**src/rtl/cpu_types_pkg.sv**
```systemverilog
// Shared CPU word types and the fetch-stage FSM encoding.
package cpu_types_pkg;

    localparam int unsigned WORD_W = 32;

    typedef logic [WORD_W-1:0] word_t;

    typedef enum logic {
        RUN,
        HALTED
    } fetch_state_t;

    // Redirect targets are word addresses; drop any byte offset.
    function automatic word_t word_align(input word_t addr);
        return {addr[WORD_W-1:2], 2'b00};
    endfunction

endpackage

```
**src/rtl/fetch_stage_if.sv**
```systemverilog
// Fetch-stage bundle: icache request/response, hazard and redirect controls, IF/ID outputs.
interface fetch_stage_if;
    import cpu_types_pkg::*;

    logic  ihit;
    word_t imemload;
    logic  imemREN;
    word_t imemaddr;
    logic  stall;
    logic  redirect;
    word_t redirect_pc;
    logic  halt;
    logic  if_valid;
    word_t if_instr;
    word_t if_npc;

    modport fs (
        input  ihit, imemload, stall, redirect, redirect_pc, halt,
        output imemREN, imemaddr, if_valid, if_instr, if_npc
    );

    modport tb (
        output ihit, imemload, stall, redirect, redirect_pc, halt,
        input  imemREN, imemaddr, if_valid, if_instr, if_npc
    );

endinterface

```
**src/rtl/fetch_stage_latch.sv**
```systemverilog
// IF/ID pipeline latch: load captures a new instruction, flush only clears the valid bit.
module if_id_latch
    import cpu_types_pkg::*;
(
    input  logic  clk_i,
    input  logic  rst_i,
    input  logic  load_i,
    input  logic  flush_i,
    input  word_t instr_i,
    input  word_t npc_i,
    output logic  valid_o,
    output word_t instr_o,
    output word_t npc_o
);

    logic  valid_q;
    word_t instr_q;
    word_t npc_q;

    always_ff @(posedge clk_i) begin
        if (rst_i) begin
            valid_q <= 1'b0;
            instr_q <= '0;
            npc_q   <= '0;
        end else if (flush_i) begin
            valid_q <= 1'b0;
        end else if (load_i) begin
            valid_q <= 1'b1;
            instr_q <= instr_i;
            npc_q   <= npc_i;
        end
    end

    assign valid_o = valid_q;
    assign instr_o = instr_q;
    assign npc_o   = npc_q;

endmodule

```
**src/rtl/fetch_stage.sv**
```systemverilog
// Instruction fetch stage: PC register, RUN/HALTED FSM and the IF/ID latch.
module fetch_stage
    import cpu_types_pkg::*;
#(
    parameter word_t PC_INIT = 32'h0000_0000
) (
    input  logic      CLK,
    input  logic      RST,
    fetch_stage_if.fs bus
);

    fetch_state_t state_q;
    word_t        pc_q;
    word_t        pc_plus4;
    logic         running;
    logic         lat_load;
    logic         lat_flush;

    assign running  = (state_q == RUN);
    assign pc_plus4 = pc_q + 32'd4;

    // Priority in RUN: redirect > halt > stall > hit/miss.
    assign lat_load  = running && !bus.redirect && !bus.halt && !bus.stall && bus.ihit;
    assign lat_flush = running && (bus.redirect || bus.halt || (!bus.stall && !bus.ihit));

    always_ff @(posedge CLK) begin
        if (RST) begin
            state_q <= RUN;
            pc_q    <= PC_INIT;
        end else begin
            unique case (state_q)
                RUN: begin
                    if (bus.redirect) begin
                        pc_q <= word_align(bus.redirect_pc);
                    end else if (bus.halt) begin
                        state_q <= HALTED;
                    end else if (!bus.stall && bus.ihit) begin
                        pc_q <= pc_plus4;
                    end
                end
                HALTED: begin
                    state_q <= HALTED;
                end
            endcase
        end
    end

    assign bus.imemREN  = running && !RST;
    assign bus.imemaddr = pc_q;

    if_id_latch u_if_id_latch (
        .clk_i   (CLK),
        .rst_i   (RST),
        .load_i  (lat_load),
        .flush_i (lat_flush),
        .instr_i (bus.imemload),
        .npc_i   (pc_plus4),
        .valid_o (bus.if_valid),
        .instr_o (bus.if_instr),
        .npc_o   (bus.if_npc)
    );

endmodule

```
**src/flat_wrapper.sv**
```systemverilog
// flat-port wrapper written by rule: the top's interface ports become plain ports
module fetch_stage_flat import cpu_types_pkg::*;
#(
    parameter word_t PC_INIT = 32'h0000_0000
)
  (CLK, RST, bus_ihit, bus_imemload, bus_stall, bus_redirect, bus_redirect_pc, bus_halt, bus_imemREN, bus_imemaddr, bus_if_valid, bus_if_instr, bus_if_npc);
  fetch_stage_if bus_i ();
  input  logic CLK;
  input  logic RST;
  input wire logic [$bits(bus_i.ihit)-1:0] bus_ihit;
  input wire logic [$bits(bus_i.imemload)-1:0] bus_imemload;
  input wire logic [$bits(bus_i.stall)-1:0] bus_stall;
  input wire logic [$bits(bus_i.redirect)-1:0] bus_redirect;
  input wire logic [$bits(bus_i.redirect_pc)-1:0] bus_redirect_pc;
  input wire logic [$bits(bus_i.halt)-1:0] bus_halt;
  output wire logic [$bits(bus_i.imemREN)-1:0] bus_imemREN;
  output wire logic [$bits(bus_i.imemaddr)-1:0] bus_imemaddr;
  output wire logic [$bits(bus_i.if_valid)-1:0] bus_if_valid;
  output wire logic [$bits(bus_i.if_instr)-1:0] bus_if_instr;
  output wire logic [$bits(bus_i.if_npc)-1:0] bus_if_npc;
  assign bus_i.ihit = bus_ihit;
  assign bus_i.imemload = bus_imemload;
  assign bus_i.stall = bus_stall;
  assign bus_i.redirect = bus_redirect;
  assign bus_i.redirect_pc = bus_redirect_pc;
  assign bus_i.halt = bus_halt;
  assign bus_imemREN = bus_i.imemREN;
  assign bus_imemaddr = bus_i.imemaddr;
  assign bus_if_valid = bus_i.if_valid;
  assign bus_if_instr = bus_i.if_instr;
  assign bus_if_npc = bus_i.if_npc;
  fetch_stage #(.PC_INIT(PC_INIT)) u_core (.CLK(CLK), .RST(RST), .bus(bus_i));
endmodule
```
**config.mk**
```make
export PLATFORM = sky130hd
export DESIGN_NAME = fetch_stage_flat
export DESIGN_NICKNAME = d
export VERILOG_FILES = /design/src/rtl/cpu_types_pkg.sv /design/src/rtl/fetch_stage_if.sv /design/src/rtl/fetch_stage_latch.sv /design/src/rtl/fetch_stage.sv /design/src/flat_wrapper.sv
export SDC_FILE = /design/constraint.sdc
export NUM_CORES = 1
export LEC_CHECK = 0
export BUFFER_PORTS_ARGS = -buffer_cell sky130_fd_sc_hd__buf_4
export CAP_MARGIN = 20
export CORE_MARGIN = 1.5
export CORE_UTILIZATION = 48
export CTS_CLUSTER_SIZE = 40
export DETAILED_ROUTE_END_ITERATION = 6
export HOLD_SLACK_MARGIN = 0.08
export PLACE_DENSITY = 0.78
export SLEW_MARGIN = 0
export SYNTH_ARGS = -nofsm -noshare
export SYNTH_HDL_FRONTEND = slang
export SYNTH_HIERARCHICAL = 1
export SYNTH_SLANG_ARGS = --single-unit
```
**constraint.sdc**
```tcl
create_clock -name CLK -period 2.1 [get_ports CLK]
set_clock_uncertainty 0.15 [all_clocks]
set_input_delay 0.42 -clock CLK [delete_from_list [all_inputs] [get_ports CLK]]
set_output_delay 0.42 -clock CLK [all_outputs]
set_load 0.01 [all_outputs]
```
==> flow_summary.ini, run 1 <==
[route]
finalWirelength_mm = 16.63
vias_per_cell = 5.807
vias = 5575
wl_per_cell_microns = 17.32
drt_iter0_markers = 400
drtPass1Iterations = 5
drc = 0
postRouteAntennaNets = 0

[final_layout]
syn_to_final_growth_pct = 31.55
drive_gt1_share_pct = 37.58
nFillCells = 975
fin_nets = 883
fin_area_sq_um = 7627
fin_cells = 960
antenna_cells_inserted = 0

[synthesis]
async_reset_ff_share_pct = 0
synth_cell_type_count = 63
synth_common_cells = dfxtp_1, nand2b_1, nand4bb_1
synth_edf_count = 0
netlist_instances = 649
yosys_register_bits = 96
synth_flop_cell = dfxtp_1
syn_avg_cell_area_sq_um = 8.934
ys_seq_area_share_pct = 33.15
synth_top_area_cell = dfxtp_1
synth.area.top_cells = dfxtp_1, nand4bb_1, o21ai_2
synthMostInstantiatedCell = dfxtp_1
syn-cell-area_sq_um = 5798
synth_top_area_share_pct = 33.15
ys_warn_count = 6

[power]
power_frac_seq_pct = 44.4
clkPwrFrac_pct = 38.2
p_per_area_nw_per_um2 = 571.4
p_int_mw = 3.181
sw_frac_of_total_pct = 27.01
pwr-share-comb_pct = 17.4
switching_power_mw = 1.177
ir_drop_mv = 0.3206
power_leakage_nw = 3.046
finalPower_mw = 4.358

[sta]
max_freq_mhz = 492.7
fin_crit_sh_pct = 96.65
slew_headroom_pct = 65.86
timing.final.hold_violations = 0
rsz0062_at_grt = no
finalSetupViolCount = 0
worst_pin_slew_ps = 511.5
slew_violations = 0
period_needed_ps = 2030

[cts]
clk_pin_slew_ps = 70
cts_sinks = 96
postCtsHoldBufs = 0
clk_path_buf_depth = 2
h-tree-depth = 3
post_cts_resized = 0
cts_buffers = 9
cts_tree = built
cts_setup_buffers = 0
cts-root-buf = clkbuf_16
insertion_delay_ps = 350

[floorplan]
die_w_microns = 112.9
core_area_sq_um = 11610
num_io_pins = 168
row_count = 39
start_util_pct = 49.92
die_height_microns = 112.9
die_area_sq_um = 12750

[run_status]
outcome = complete, no violations

[worst_setup_path]
worstPathArrival_ps = 2170
r2r_start = u_core/bus.imemaddr[11]$_SDFFE_PP0P_
start_kind = flop
path_max_fanout = 14
slowest_stage = dfxtp_1
setup.worst_path.start = u_core/bus.imemaddr[11]$_SDFFE_PP0P_
required_ps = 2240
crit_chain = buf_4 -> nand4_1 -> nor4_4 -> buf_6 -> nand3_1 -> xnor2_1 -> nand4bb_1 -> o21ai_2
cpPeakStageDelay_ps = 420
path_class = reg -> reg
cp-end-kind = flop

[hold_path]
min_from = bus_halt
hp-class = in -> reg

[placement]
port_buffers = 163
dp.cells = 944
dpl.hpwl_mm = 11.80
place_area_sq_um = 7321
globalplace.congestion = 0.8818

[grt]
grt_start_max_net_pins = 73
overflow = 0
grt_pass1_vias = 5169
grt_pass1_wl_mm = 26.12
grt_antenna_before_repair = 0
grt_usage_pct = 25.42

[job]
cap_violations = 0
==> cells in the final DEF (no fill, tap or decap), types with 3 or more instances in the layout <==
cell and n:
xnor2_1 22, nor4_1 7, nand3_1 14, o21ai_2 55
buf_4 212, o211ai_1 4, o21ai_1 9, nand2_1 33
a22oi_1 6, and3_1 8, nand2b_1 67, nor3_1 7
and4_1 8, nand4_1 19, clkbuf_16 9, conb_1 4
o41ai_1 3, a31oi_1 13, o32ai_1 5, dfxtp_1 93
buf_12 5, o21ai_0 11, a311o_1 5, nand4bb_1 64
a21oi_1 18, clkinvlp_4 3, inv_1 18, and2_1 5
dfxtp_2 3, xor2_1 5, nor2_1 34
==> cell type report <==
type	count	area, sq um	area share [%]
Tap cell	143	178.9	2.346
Clock inverter	7	71.32	0.9350
Sequential cell	96	1926	25.25
Multi-Input combinational cell	469	3456	45.31
Timing Repair Buffer	218	1703	22.33
Clock buffer	9	225.2	2.953
Inverter	18	67.56	0.8858
==> layer usage <==
layer | up-vias | part of all wire (%) | track usage [%]
li1 | 2701 | - | -
met1 | 2584 | 45 | 36.19
met2 | 266 | 45 | 39.15
met3 | 24 | 7.8 | 3.749
met4 | 0 | 2.0 | 9.583
met5 | - | 0 | 0
==> cell families after synthesis <==
logic type	after synthesis	synth area share, %
AO/OA/AOI/OAI	152	19.98
buffers and inverters	87	7.984
flip-flops	96	33.15
AND/OR/NAND/NOR	283	34.18
other	1	0.06468
adder cells (fa/ha/maj)	1	0.2158
multiplexers	2	0.3453
XOR/XNOR	27	4.078
==> through the flow <==
| step | utilization (%) | setup TNS, ps | setup WS, ps | hold slack, ps |
|---|---|---|---|---|
| finish | 65.68 | 0 | 70.40 | 178.3 |
| global route | 65.68 | 0 | 0.04752 | 184.8 |
| CTS | 65.59 | 0 | 60.73 | 169.4 |
| detailed placement | 63.04 | -265.0 | -70.16 | 312.8 |
| global placement | 63.04 | -102.7 | -30.49 | 302.4 |
| floorplan | - | 0 | 62.73 | 335.7 |
==> sequential cells by signal (all words and copies together) (netlist names) <==
register	count
u_core/state_q	1
u_core/u_if_id_latch/npc_o	32
u_core/bus.imemaddr	30
u_core/u_if_id_latch/valid_o	1
u_core/u_if_id_latch/instr_o	32
==> power by group through the flow <==
stage | logic, mW | clock network [mW] | registers [mW]
after floorplan | 0.404 | 0 | 1.99
after global placement | 0.734 | 0 | 1.97
after detailed placement | 0.749 | 0 | 1.98
after CTS | 0.752 | 1.70 | 1.93
after global routing | 0.813 | 1.76 | 1.94
final | 0.760 | 1.66 | 1.93
==> path summary, 6_finish.rpt <==
kind,depth (start not counted),endpoint,slack (ps)
hold / removal,3,u_core/state_q$_SDFF_PP0_,180
setup / recovery,8,u_core/u_if_id_latch/npc_o[30]$_SDFFE_PP0P_,70
setup reg to reg,8,u_core/u_if_id_latch/npc_o[30]$_SDFFE_PP0P_,70
hold reg to reg,2,u_core/u_if_id_latch/instr_o[28]$_SDFFE_PP0P_,320
==> critical path: cells and delay by family (launching register included) <==
kind                   cells  cell delay (ps)
flip-flops                 1              420
AO/OA/AOI/OAI              1               70
XOR/XNOR                   1              270
buffers and inverters      2              380
AND/OR/NAND/NOR            4              680
Power figures use the tool's default switching activity.
==> run 2, diff against run 1 <==
- SETUP_SLACK_MARGIN: default -> 0.4
==> flow_summary.ini, run 2 (same netlist as run 1, synthesis figures left out) <==
[run_status]
outcome = complete, no violations

[power]
p_per_area_nw_per_um2 = 494.6
power_leakage_nw = 3.838
ir_drop_mv = 0.3517

[worst_setup_path]
reg2reg_slack_ps = 160
start_kind = flop
crit_chain = nand4_1 -> buf_6 -> nor4_4 -> buf_4 -> buf_12 -> nand3_1 -> xnor2_1 -> nand4bb_1 -> o21ai_2
r2r_start = u_core/bus.imemaddr[11]$_SDFFE_PP0P_
cpPeakStageDelay_ps = 380
required_ps = 2230
reg2reg_depth = 9
cp-end-kind = flop
crit_family = simple AND/OR/NAND/NOR gates
worstPathArrival_ps = 2070
crit_buf_inv = 3
slowest_stage = dfxtp_4
path_class = reg -> reg
rr_endpoint = u_core/u_if_id_latch/npc_o[27]$_SDFFE_PP0P_
path_max_fanout = 5

[route]
vias = 6320
vias_per_cell = 6.148
drtPass1Iterations = 5
drt_iter0_markers = 740
drc = 0
postRouteAntennaNets = 0
finalWirelength_mm = 21.39
wl_per_cell_microns = 20.81

[cts]
cts-root-buf = clkbuf_16
clk_pin_slew_ps = 70
cts_sinks = 96
insertion_delay_ps = 350
clk_path_buf_depth = 2
cts_tree = built
cts_buffers = 9
h-tree-depth = 3

[floorplan]
die_height_microns = 112.9
die_area_sq_um = 12750
core_area_sq_um = 11610
die_w_microns = 112.9
row_count = 39
start_util_pct = 49.92
num_io_pins = 168

[placement]
port_buffers = 163
globalplace.congestion = 0.9452
dpl.hpwl_mm = 11.88
pre_cts_slack_ps = -54.53
place_area_sq_um = 7426

[sta]
slew_violations = 0
finalSetupViolCount = 0
tns_ps = 0
period_needed_ps = 1943
slew_headroom_pct = 62.55
fin_crit_sh_pct = 92.54
timing.final.hold_violations = 0
max_freq_mhz = 514.6
rsz0062_at_grt = yes
finalWorstSetupSlack_ps = 156.6
worst_pin_slew_ps = 561.7
hold_slack_ps = 200.0

[hold_path]
whs_path_depth = 3
whs_endpoint = u_core/bus.imemaddr[20]$_SDFFE_PP0P_
hp-class = in -> reg
min_from = bus_redirect_pc[20]

[grt]
grt_pass1_vias = 5963
overflow = 0
grt_start_max_net_pins = 89
grt_antenna_before_repair = 0
grt_pass1_wl_mm = 30.71
grt_usage_pct = 29.80

[final_layout]
antenna_cells_inserted = 0
nFillCells = 732
fin_nets = 951
layout_common_cells = buf_4, dfxtp_1, nand2b_1
syn_to_final_growth_pct = 58.22
multi_input_area_sq_um = 3905
drive_gt1_share_pct = 51.64
regArea_sq_um = 1969
final_core_util_pct = 78.99
fin_area_sq_um = 9174
layout_commonest_cell = buf_4

[job]
cap_violations = 0
-- run 2: cell types whose count changed in the layout (fill, tap and decap cells not counted), sizes merged --
cell	previous run	this run
buf	218	283
clkbuf	9	14
clkinvlp	3	1
bufinv	1	0
inv	19	20
-- run 2: layout make-up --
| cell class | instances | area share (%) |
|---|---|---|
| clock inverter | 5 | 0.4228 |
| clock buffer | 11 | 2.755 |
| inverter | 18 | 0.7365 |
| tap | 143 | 1.950 |
| sequential | 96 | 21.47 |
| timing repair buffer | 286 | 30.10 |
| multi-input combinational | 469 | 42.57 |
-- run 2: tightest hold or removal path: stages --
cell and delay [ps]:
buf_4 100, a32oi_2 50, o32ai_2 80
-- run 2: through the flow --
stage / total power [mW] / std cells
floorplan: 2.429 / 652
global placement: 2.736 / 942
detailed placement: 2.749 / 942
CTS: 4.449 / 1010
global route: 4.709 / 1028
finish: 4.537 / 1028
-- run 2: report_power, final --
group / switching, mW / leakage (nW) / internal, mW
clock: 0.752 / 0.144 / 0.878
sequential: 0.0767 / 0.789 / 1.87
combinational: 0.458 / 2.91 / 0.501
-- run 2: worst max path at each step --
stage | slack [ps] | cells after the start | startpoint | endpoint
5_1_grt | 80 | 9 | u_core/bus.imemaddr[11]$_SDFFE_PP0P_ | u_core/u_if_id_latch/npc_o[27]$_SDFFE_PP0P_
4_1_cts | 270 | 8 | u_core/bus.imemaddr[3]$_SDFFE_PP0P_ | u_core/u_if_id_latch/npc_o[30]$_SDFFE_PP0P_
3_3_place_gp | -40 | 6 | bus_stall | u_core/u_if_id_latch/instr_o[29]$_SDFFE_PP0P_
2_1_floorplan | 150 | 7 | bus_stall | u_core/u_if_id_latch/instr_o[10]$_SDFFE_PP0P_
3_5_place_dp | -50 | 6 | bus_stall | u_core/u_if_id_latch/instr_o[29]$_SDFFE_PP0P_
6_report | 160 | 9 | u_core/bus.imemaddr[11]$_SDFFE_PP0P_ | u_core/u_if_id_latch/npc_o[27]$_SDFFE_PP0P_
-- run 2: layer usage --
metal  vias to the layer above  global-route usage [%]  routed length, microns
met3                        81                   5.785                    1693
met2                       391                   49.92                   10360
met4                         0                   7.500                     677
li1                       2846                       -                       -
met5                         -                       0                       0
met1                      3002                   39.75                    8659
-- run 2: repair_timing --
item,CTS,global route
buffers inserted,42,14
pin swaps,40,62
cloned,10,4
hold buffers,0,0
endpoints found under the setup margin,81,91
gates resized for setup,64,69
==> run 3, diff against run 2 <==
- CORE_ASPECT_RATIO: default -> 0.7
==> flow_summary.ini, run 3 (same netlist as run 1, synthesis figures left out) <==
[run_status]
outcome = complete, no violations

[route]
finalWirelength_mm = 19.47
vias_per_cell = 5.867
drtPass1Iterations = 5
postRouteAntennaNets = 0
wl_per_cell_microns = 18.92
drc = 0
vias = 6037
drt_iter0_markers = 392

[worst_setup_path]
crit_family = simple AND/OR/NAND/NOR gates
crit_chain = nand3_4 -> nor4_4 -> buf_4 -> buf_12 -> nand3_4 -> xnor2_2 -> nand4bb_1 -> o21ai_2
cpPeakStageDelay_ps = 380
required_ps = 2220
path_max_fanout = 6
start_kind = flop
crit_buf_inv = 2
path_class = reg -> reg
critPathMostFrequentCell = nand3_4
slowest_stage = dfxtp_4
worstPathArrival_ps = 1950
crit_cells = 8
cp-end-kind = flop
reg2reg_depth = 8

[power]
ir_drop_mv = 0.5271
power_leakage_nw = 3.580
finalPower_mw = 4.370
p_per_area_nw_per_um2 = 505.3

[grt]
grt_pass1_vias = 5657
grt_start_max_net_pins = 52
grt_usage_pct = 28.02
grt_pass1_wl_mm = 28.45
grt_antenna_before_repair = 0
overflow = 0

[sta]
slew_violations = 0
fin_crit_sh_pct = 87.18
timing.final.hold_violations = 0
period_needed_ps = 1831
hold_slack_ps = 202.9
rsz0062_at_grt = yes
finalSetupViolCount = 0
max_freq_mhz = 546.2

[cts]
clk_pin_slew_ps = 70
clk_path_buf_depth = 2
h-tree-depth = 3
cts_tree = built
postCtsHoldBufs = 0
cts-root-buf = clkbuf_16
insertion_delay_ps = 330
cts_sinks = 96
cts_buffers = 9

[floorplan]
die_height_microns = 94.96
die_w_microns = 134.4
start_util_pct = 49.45
die_area_sq_um = 12760
core_area_sq_um = 11730
row_count = 33
num_io_pins = 168

[job]
cap_violations = 0

[final_layout]
syn_to_final_growth_pct = 49.14
layout_common_cells = buf_4, dfxtp_1, nand2b_1
fin_nets = 938
layout_commonest_cell = buf_4
antenna_cells_inserted = 0
nFillCells = 829
drive_gt1_share_pct = 49.20
fin_area_sq_um = 8647

[placement]
place_area_sq_um = 7381
globalplace.congestion = 0.9240
port_buffers = 163
dpl.hpwl_mm = 12.04

[hold_path]
whs_path_depth = 3
hp-class = in -> reg
run 3: cell count changes in the layout (fill, tap and decap cells not counted), sizes merged:
cell	before	now
clkinv	2	1
buf	283	269
inv	20	19
clkbuf	14	16
clkinvlp	1	2
run 3: path summary, 6_finish.rpt:
check / start / to / slack (ps)
worst max-delay path: u_core/bus.imemaddr[7]$_SDFFE_PP0P_ / u_core/u_if_id_latch/npc_o[17]$_SDFFE_PP0P_ / 270
worst min register to register: u_core/u_if_id_latch/npc_o[31]$_SDFFE_PP0P_ / u_core/u_if_id_latch/npc_o[31]$_SDFFE_PP0P_ / 330
worst min-delay path: bus_redirect_pc[22] / u_core/bus.imemaddr[22]$_SDFFE_PP0P_ / 200
worst max register to register: u_core/bus.imemaddr[7]$_SDFFE_PP0P_ / u_core/u_if_id_latch/npc_o[17]$_SDFFE_PP0P_ / 270
run 3: cell type report:
type | instances | area, sq um | area share (%)
inverters | 18 | 67.56 | 0.7814
clock inverters | 4 | 28.78 | 0.3328
multi-input cells | 469 | 3781 | 43.73
flip-flops and latches | 96 | 1978 | 22.88
repair buffers | 273 | 2349 | 27.16
clock buffers | 12 | 246.5 | 2.851
well taps | 157 | 196.4 | 2.272
run 3: power by group:
| group | total (mW) | switching [mW] | internal [mW] |
|---|---|---|---|
| Combinational | 0.868 | 0.418 | 0.449 |
| Sequential | 1.94 | 0.0706 | 1.87 |
| Clock | 1.56 | 0.720 | 0.840 |
run 3: repair_timing:
action                                  in CTS  in global routing
buffers inserted                            40                 15
pin swaps                                   27                 45
endpoints found under the setup margin      85                 88
gates cloned                                 2                  5
resized for setup                           52                 49
run 3: metal layers:
metal / wire (microns) / vias up / track usage [%]
li1: - / 2817 / -
met4: 384 / 0 / 8.333
met1: 8102 / 2893 / 36.51
met3: 1481 / 33 / 4.831
met5: 0 / - / 0
met2: 9505 / 294 / 47.82
run 3: per-stage QoR:
step | setup WS [ps] | std cells | TNS (ps) | util [%]
2_1_floorplan | 151.9 | 652 | 0 | -
3_3_place_gp | -23.84 | 951 | -173.6 | 62.94
3_5_place_dp | -68.09 | 951 | -1749 | 62.94
4_1_cts | 343.0 | 1009 | 0 | 70.37
5_1_grt | 208.8 | 1029 | 0 | 73.74
6_report | 269.2 | 1029 | 0 | 73.74
run 3: worst min-delay path, cell delays in order:
cell,delay [ps]
buf_4,110
nand2_1,50
a31oi_1,70
